==> src/rtl/psum_buffer_if.sv <==
`default_nettype none
// ============================================================================
// Module      : psum_buffer_if
// Description : Handshake bundle between the conv adder, the partial-sum
//               buffer and the downstream pixel sink.
// Revision    : 1.0  initial release
// ============================================================================

`ifndef INTERNAL_BITS
`define INTERNAL_BITS 20
`endif
`ifndef DATA_BITS
`define DATA_BITS 8
`endif

interface psum_buffer_if #(
  parameter int ADDR_BITS = 4
);
  logic                      start;
  logic [1:0]                mode_in;
  logic [ADDR_BITS:0]        num_pix;
  logic [1:0]                mode_out;
  logic [`INTERNAL_BITS-1:0] psum_out;
  logic                      res_valid;
  logic                      res_ready;
  logic [`INTERNAL_BITS-1:0] res_in;
  logic                      out_valid;
  logic                      out_ready;
  logic [`DATA_BITS-1:0]     out_data;
  logic                      busy;
  logic                      done;

  modport slave (
    input  start, mode_in, num_pix, res_valid, res_in, out_ready,
    output mode_out, psum_out, res_ready, out_valid, out_data, busy, done
  );

  modport master (
    output start, mode_in, num_pix, res_valid, res_in, out_ready,
    input  mode_out, psum_out, res_ready, out_valid, out_data, busy, done
  );
endinterface

`default_nettype wire

==> src/rtl/psum_buffer.sv <==
`default_nettype none
// ============================================================================
// Module      : psum_buffer
// Description : Partial-sum register file on the conv adder return path;
//               feeds sums back per pass and drains saturated pixels after
//               the bias pass. Define PSUM_RELU_EN to zero negative drains.
// Revision    : 1.0  initial release
// ============================================================================

`ifndef INTERNAL_BITS
`define INTERNAL_BITS 20
`endif
`ifndef DATA_BITS
`define DATA_BITS 8
`endif

module psum_buffer #(
  parameter int DEPTH     = 16,
  parameter int ADDR_BITS = 4
) (
  input wire logic       clk,
  input wire logic       rst,
  psum_buffer_if.slave   bus
);

  localparam int c_ibits = `INTERNAL_BITS;
  localparam int c_dbits = `DATA_BITS;

  localparam logic [1:0] c_idle  = 2'd0;
  localparam logic [1:0] c_accum = 2'd1;
  localparam logic [1:0] c_drain = 2'd2;
  localparam logic [1:0] c_done  = 2'd3;

  localparam logic [ADDR_BITS:0] c_depth = DEPTH[ADDR_BITS:0];
  localparam logic [ADDR_BITS:0] c_one   = {{ADDR_BITS{1'b0}}, 1'b1};

  logic [1:0]            r_state;
  logic [1:0]            w_next;
  logic [1:0]            r_mode;
  logic [ADDR_BITS:0]    r_num;
  logic [ADDR_BITS:0]    r_wptr;
  logic [ADDR_BITS:0]    r_rptr;
  logic [c_ibits-1:0]    r_mem [DEPTH];

  logic                  w_start_ok;
  logic [ADDR_BITS:0]    w_num_clamp;
  logic                  w_res_acc;
  logic                  w_out_acc;
  logic                  w_last_w;
  logic                  w_last_r;
  logic [c_ibits-1:0]    w_rd;
  logic                  w_fits;
  logic                  w_neg;
  logic [c_dbits-1:0]    w_sat;

  assign w_start_ok  = bus.start && (bus.mode_in != 2'd3);
  assign w_num_clamp = (bus.num_pix > c_depth) ? c_depth : bus.num_pix;
  assign w_res_acc   = bus.res_valid && (r_state == c_accum);
  assign w_out_acc   = bus.out_ready && (r_state == c_drain);
  assign w_last_w    = (r_wptr == (r_num - c_one));
  assign w_last_r    = (r_rptr == (r_num - c_one));

  // The value fits in DATA_BITS when every bit above the output sign bit
  // matches that sign bit.
  assign w_rd   = r_mem[r_rptr[ADDR_BITS-1:0]];
  assign w_neg  = w_rd[c_ibits-1];
  assign w_fits = (&w_rd[c_ibits-1:c_dbits-1]) | ~(|w_rd[c_ibits-1:c_dbits-1]);

`ifdef PSUM_RELU_EN
  assign w_sat = w_neg  ? '0 :
                 w_fits ? w_rd[c_dbits-1:0] :
                          {1'b0, {(c_dbits-1){1'b1}}};
`else
  assign w_sat = w_fits ? w_rd[c_dbits-1:0] :
                 w_neg  ? {1'b1, {(c_dbits-1){1'b0}}} :
                          {1'b0, {(c_dbits-1){1'b1}}};
`endif

  always_ff @(posedge clk) begin
    if (rst) begin
      r_state <= c_idle;
    end else begin
      r_state <= w_next;
    end
  end

  always_comb begin
    w_next = r_state;
    case (r_state)
      c_idle: begin
        if (w_start_ok) begin
          w_next = (w_num_clamp == '0) ? c_done : c_accum;
        end
      end
      c_accum: begin
        if (w_res_acc && w_last_w) begin
          w_next = (r_mode == 2'd2) ? c_drain : c_done;
        end
      end
      c_drain: begin
        if (w_out_acc && w_last_r) begin
          w_next = c_done;
        end
      end
      c_done:  w_next = c_idle;
      default: w_next = c_idle;
    endcase
  end

  always_comb begin
    bus.res_ready = 1'b0;
    bus.out_valid = 1'b0;
    bus.busy      = 1'b1;
    bus.done      = 1'b0;
    bus.mode_out  = r_mode;
    bus.psum_out  = '0;
    bus.out_data  = '0;
    case (r_state)
      c_idle:  bus.busy = 1'b0;
      c_accum: begin
        bus.res_ready = 1'b1;
        // First pass starts from zero regardless of stale memory.
        if (r_mode != 2'd0) begin
          bus.psum_out = r_mem[r_wptr[ADDR_BITS-1:0]];
        end
      end
      c_drain: begin
        bus.out_valid = 1'b1;
        bus.out_data  = w_sat;
      end
      c_done:  bus.done = 1'b1;
      default: bus.busy = 1'b0;
    endcase
  end

  always_ff @(posedge clk) begin
    if (rst) begin
      r_mode <= 2'd0;
      r_num  <= '0;
      r_wptr <= '0;
      r_rptr <= '0;
    end else begin
      if ((r_state == c_idle) && w_start_ok) begin
        r_mode <= bus.mode_in;
        r_num  <= w_num_clamp;
        r_wptr <= '0;
      end
      if (w_res_acc) begin
        r_wptr <= r_wptr + c_one;
      end
      if ((r_state == c_accum) && (w_next == c_drain)) begin
        r_rptr <= '0;
      end
      if (w_out_acc) begin
        r_rptr <= r_rptr + c_one;
      end
    end
  end

  always_ff @(posedge clk) begin
    if (w_res_acc) begin
      r_mem[r_wptr[ADDR_BITS-1:0]] <= bus.res_in;
    end
  end

endmodule

`default_nettype wire

==> src/flat_wrapper.sv <==
// flat-port wrapper written by rule: the top's interface ports become plain ports
module psum_buffer_flat 
#(
  parameter int DEPTH     = 16,
  parameter int ADDR_BITS = 4
)
  (clk, rst, bus_start, bus_mode_in, bus_num_pix, bus_res_valid, bus_res_in, bus_out_ready, bus_mode_out, bus_psum_out, bus_res_ready, bus_out_valid, bus_out_data, bus_busy, bus_done);
  psum_buffer_if #(.ADDR_BITS(ADDR_BITS)) bus_i ();
  input wire logic clk;
  input wire logic rst;
  input wire logic [$bits(bus_i.start)-1:0] bus_start;
  input wire logic [$bits(bus_i.mode_in)-1:0] bus_mode_in;
  input wire logic [$bits(bus_i.num_pix)-1:0] bus_num_pix;
  input wire logic [$bits(bus_i.res_valid)-1:0] bus_res_valid;
  input wire logic [$bits(bus_i.res_in)-1:0] bus_res_in;
  input wire logic [$bits(bus_i.out_ready)-1:0] bus_out_ready;
  output wire logic [$bits(bus_i.mode_out)-1:0] bus_mode_out;
  output wire logic [$bits(bus_i.psum_out)-1:0] bus_psum_out;
  output wire logic [$bits(bus_i.res_ready)-1:0] bus_res_ready;
  output wire logic [$bits(bus_i.out_valid)-1:0] bus_out_valid;
  output wire logic [$bits(bus_i.out_data)-1:0] bus_out_data;
  output wire logic [$bits(bus_i.busy)-1:0] bus_busy;
  output wire logic [$bits(bus_i.done)-1:0] bus_done;
  assign bus_i.start = bus_start;
  assign bus_i.mode_in = bus_mode_in;
  assign bus_i.num_pix = bus_num_pix;
  assign bus_i.res_valid = bus_res_valid;
  assign bus_i.res_in = bus_res_in;
  assign bus_i.out_ready = bus_out_ready;
  assign bus_mode_out = bus_i.mode_out;
  assign bus_psum_out = bus_i.psum_out;
  assign bus_res_ready = bus_i.res_ready;
  assign bus_out_valid = bus_i.out_valid;
  assign bus_out_data = bus_i.out_data;
  assign bus_busy = bus_i.busy;
  assign bus_done = bus_i.done;
  psum_buffer #(.DEPTH(DEPTH), .ADDR_BITS(ADDR_BITS)) u_core (.clk(clk), .rst(rst), .bus(bus_i));
endmodule
==> config.mk <==
export PLATFORM = sky130hd
export DESIGN_NAME = psum_buffer_flat
export DESIGN_NICKNAME = d
export VERILOG_FILES = /design/src/rtl/psum_buffer_if.sv /design/src/rtl/psum_buffer.sv /design/src/flat_wrapper.sv
export SDC_FILE = /design/constraint.sdc
export NUM_CORES = 1
export LEC_CHECK = 0
export ABC_AREA = 1
export ABC_CLOCK_PERIOD_IN_PS = 4600
export CAP_MARGIN = 20
export CORE_ASPECT_RATIO = 1.1
export CORE_MARGIN = 2
export CORE_UTILIZATION = 50
export CTS_CLUSTER_DIAMETER = 200
export DETAILED_ROUTE_END_ITERATION = 6
export HOLD_SLACK_MARGIN = 0.03
export PLACE_DENSITY_LB_ADDON = 0.2
export SLEW_MARGIN = 20
export SYNTH_ARGS = -nofsm -noshare
export SYNTH_HDL_FRONTEND = slang
export SYNTH_SLANG_ARGS = --single-unit
==> constraint.sdc <==
create_clock -name clk -period 4.6 [get_ports clk]
set_input_delay 1.15 -clock clk [delete_from_list [all_inputs] [get_ports clk]]
set_output_delay 1.15 -clock clk [all_outputs]
set_load 0.005 [all_outputs]
After elaboration in Yosys (flattened, before gate mapping)

Memory sizes are Yosys's and may differ from the RTL's. A register that Yosys moved wholly into a read port is not among the register bits.
Index checks and enable logic that the tools add are counted.

Register bits: 19
Bits in writable memories: 320
Input port bits: 32
Output and inout bits: 34
Word-level logic and storage cells: 60
Memories kept: 1

Memories:

| memory       | words | bits a word | read ports | clocked after memory_dff | wr ports | RTL line          | text |
|---|---|---|---|---|---|---|---|
| u_core.r_mem | 16    | 20          | 2          | 2                        | 1        | psum_buffer.sv:43 | `logic [c_ibits-1:0] r_mem [DEPTH];` |

Add/subtract/negate cells: 3
$lt $le $gt $ge: 1
Equal/unequal tests: 8
Muxes and demuxes: 26
Bitwise gates (word level): 2
Reductions and logical operators: 14

Operators by type and width:

| cell                                                               | count |
|---|---|
| 20-bit 2-to-1 mux                                                  | 2 |
| 5-bit 2-to-1 mux                                                   | 5 |
| 8-bit 2-to-1 mux                                                   | 3 |
| 4-bit 2-to-1 mux                                                   | 4 |
| 13-bit AND reduction                                               | 1 |
| 13-bit OR reduction                                                | 1 |
| 5-bit by 1-bit adder with 5-bit output, second input constant      | 2 |
| 5-bit == test                                                      | 2 |
| 2-bit == test, second input constant                               | 4 |
| 2-bit 2-to-1 mux                                                   | 4 |
| 2-bit case mux with 4 select lines                                 | 1 |
| 1-bit logical AND                                                  | 7 |
| 1-bit 2-to-1 mux                                                   | 7 |
| 2-bit nonzero test                                                 | 3 |
| 5-bit > comparator, second input constant                          | 1 |
| 5-bit zero test                                                    | 1 |
| 5-bit by 1-bit subtractor with 5-bit output, second input constant | 1 |
| 2-bit by 1-bit == test with 1-bit output, second input constant    | 1 |
| 2-bit zero test                                                    | 1 |
| 2-bit inequality test, second input constant                       | 1 |
| 1-bit inverter                                                     | 1 |
| 1-bit bitwise OR                                                   | 1 |

Depth between registers and ports, before layout

Depth in word-level cells: 12
Gate-level depth with buffers: 17
Mapped depth without buffers: 14

Worst setup path before layout

OpenSTA, ideal clock, no wires.

Kind: in2reg
Start: in bus_res_valid
End: mem u_core.r_mem[15][0] (netlist bit), enable pin
Setup time: 400 ps
Data arrival time: 2569 ps
Data required time: 4200 ps
Slack: 1631 ps
Stages on the path: 4
Path buffers: 0
Cell sequence: inv_1 nor2_1 nand2_1 nor2_1

Longest elaborated chain between the ends: 3

RTL lines:

| item                                   | RTL line           | text |
|---|---|---|
| start, declared                        | flat_wrapper.sv:14 | `input wire logic [$bits(bus_i.res_valid)-1:0] bus_res_valid;` |
| 1-bit logical AND                      | psum_buffer.sv:58  | `assign w_res_acc = bus.res_valid && (r_state == c_accum);` |
| 1-bit 2-to-1 mux                       | psum_buffer.sv:161 | `if (w_res_acc) begin` |
| 1-bit 2-to-1 mux (implied by the code) | psum_buffer.sv:162 | `r_mem[r_wptr[ADDR_BITS-1:0]] <= bus.res_in;` |
| end, declared                          | psum_buffer.sv:43  |  |

No other way between the ends.

==> reports/metrics.cfg <==
[outcome]
status=finished clean

[run]
max-cap-violations=0

[timing]
slew_violations=0
grt_setup_unrepaired=yes
setup_viol=0
skew_ns=0.0257
setup_tns_ns=0
layout_setup_ws_ns=0.0625
slew_headroom_pct=32.6
fin_crit_ns=4.54
worstMarginPinSlew_ns=1.01
finalHoldViolations=0
post-route-period-util_pct=98.6
timing.fmax_ghz=0.220

[yosys]
post-synth-top-count-cell=edfxtp_1
ys_seq_area_share_pct=57.8
synth_edf_count=320
synth.avg_cell_area_um2=9.15
synth_top_area_share_pct=54.7
yosysTopAreaCell=edfxtp_1
synthFlopType=edfxtp_1
synthArstFlopShare_pct=0
netlist_top_cells_count=320 x edfxtp_1, 261 x nand2_1, 259 x nand3_1
synth_area_leaders=edfxtp_1 55%, nand3_1 7.4%, o21ai_0 5.6%
synthCells=1919
synth.distinct_cells=31
syn_nets=1957
yosysWarnings=0
syn-cell-area_um2=17600
synth-seq-cells=347

[clock_network]
cts_root_buffer=clkbuf_16
clkSlewWorstSetupHoldPaths_ns=0.06
clock_path_buffers=3
cts_buffers=40
cts_max_level=2
tritoncts=built
clock_latency_ns=0.54
cts_hold_repair.buffers=0
clock-sinks=347

[global_routing]
grt_overflow_total=0
grt_util_met2_pct=46.4
grt.total_usage_pct=28.4
grt_util_met1_pct=37.9
grt_max_degree=139
antenna_found_initial=0
grt_use_met3_pct=4.66
grt_pass1_wl_um=79400
busiest_layer=met2
first_global_vias=13907

[finish]
diodes=0
drive_gt1_share_pct=8.81
fin_util_pct=58.9
area_delta_synth_final_pct=15.2
final_area_um2=20200
fin_nets=1995
stdcell_count=2425

[detailed_routing]
wl_per_cell_um=22.1
antenna_left=0
route.detailed.drc=0
wirelength_um=53500
firstDrtPassIters=6
drtIter0Drc=2031
vias=14666
route.detailed.vias_per_inst=6.05

[setup_path]
startpoint_type=register
worst-path-max-fanout=42
worstPathRequired_ns=3.45
cp-end-kind=primary output
critical_path_class=reg -> out
arrival_ns=3.39

[die]
core.rowCount=71
pin_count=66
core_um2=34400
die_y_um=201
dieArea_um2=36600
start_util_pct=51.1
die_w_um=183

[placement]
dp_hpwl_um=30500
dpl.cell_count=2344
place_area_um2=18700
pre_cts_ws_ns=0.555
portBuffers=65
gp_congestion=0.867

[pwr]
p_per_area_nw_per_um2=350
leakage_nw=7.42
ir_worst_vdd_mv=0.273

[min_path]
hold_path.class=reg -> reg

-- worst max-delay path, cell delays in order (launching register included) --
cell             delay [ns]
dfxtp_4                0.50
inv_2                  0.46
buf_4                  0.29
buf_4                  0.22
nor2_1                 0.05
o21ai_0                0.17
o211ai_1               0.10
a211oi_1               0.43
clkdlybuf4s50_1        0.59
-- layer usage --
metal  routed length, um  vias to the layer above
li1                    -                     6744
met1               20900                     6902
met2               25100                      891
met3                5740                      129
met4                1780                        0
met5                   0                        -
-- state kept, by name, summed over array words and instances (netlist names), named ones only --
signal / cells
u_core.r_rptr: 5
u_core.r_num: 5
u_core.bus.mode_out: 2
u_core.r_state: 2
u_core.r_wptr: 5
u_core.r_mem: 320
-- cells by family (layout without fill, tap and decap cells) --
logic type / count (synthesis) / after routing / share of synthesized area, %
compound gates: 499 / 499 / 15.6
fa+ha+maj: 6 / 6 / 0.427
buf+inv: 364 / 432 / 8.40
simple gates: 691 / 691 / 17.1
xor+xnor: 12 / 12 / 0.598
flops: 347 / 347 / 57.8
-- final cells by class --
class	instances	area [um^2]
clock buffer	49	1090
clock inverter	23	255
fill	2862	14100
inverter	228	871
multi-input combinational	1208	6000
sequential	347	10200
tap	438	548
timing repair buffer	131	1300
timing repair inverter	1	8.76
-- power by group --
part           switching [mW]  internal, mW
clock network            1.27          1.96
logic                   0.242         0.125
registers              0.0197          3.46
-- timing repair --
action                     CTS  global route
gates cloned                 0             3
setup endpoints to repair    2             8
setup buffers                0             6
resized for setup            3             8
-- per-stage QoR --
| stage | hold WS [ns] | total power, mW |
|---|---|---|
| 3_5_place_dp | 0.472 | 3.90 |
| 6_report | 0.477 | 7.08 |
| 3_3_place_gp | 0.467 | 3.90 |
| 5_1_grt | 0.498 | 7.27 |
| 2_1_floorplan | 0.453 | 3.74 |
| 4_1_cts | 0.480 | 7.10 |
-- layout by cell type, fill, tap and decap left out, drive strengths merged --
cell / synthesis / final
edfxtp: 320 / 320
nand2: 264 / 264
nand3: 260 / 260
inv: 226 / 229
o21ai: 215 / 215
a21oi: 187 / 187
nor2: 135 / 135
o211ai: 65 / 65
clkdlybuf4s50: 0 / 65
buf: 62 / 64
clkbuf: 74 / 51
a211oi: 28 / 28
dfxtp: 27 / 27
or2: 26 / 26
clkinv: 2 / 14
xor2: 11 / 11
ha: 6 / 6
bufinv: 0 / 5
o221ai: 4 / 4
clkinvlp: 0 / 4
nand4: 3 / 3
nor4: 2 / 2
nor3: 1 / 1
xnor2: 1 / 1
-- final timing paths --
check | startpoint | endpoint | slack [ns] | depth (start not counted)
max | register | bus_psum_out[19] | 0.06 | 8
min | u_core.r_rptr[4] | u_core.r_rptr[4] | 0.48 | 2
max reg2reg | u_core.r_state[0] | u_core.r_mem[15][11] | 1.62 | 5
min reg2reg | u_core.r_rptr[4] | u_core.r_rptr[4] | 0.48 | 2
(Power assumes the default switching activity.)
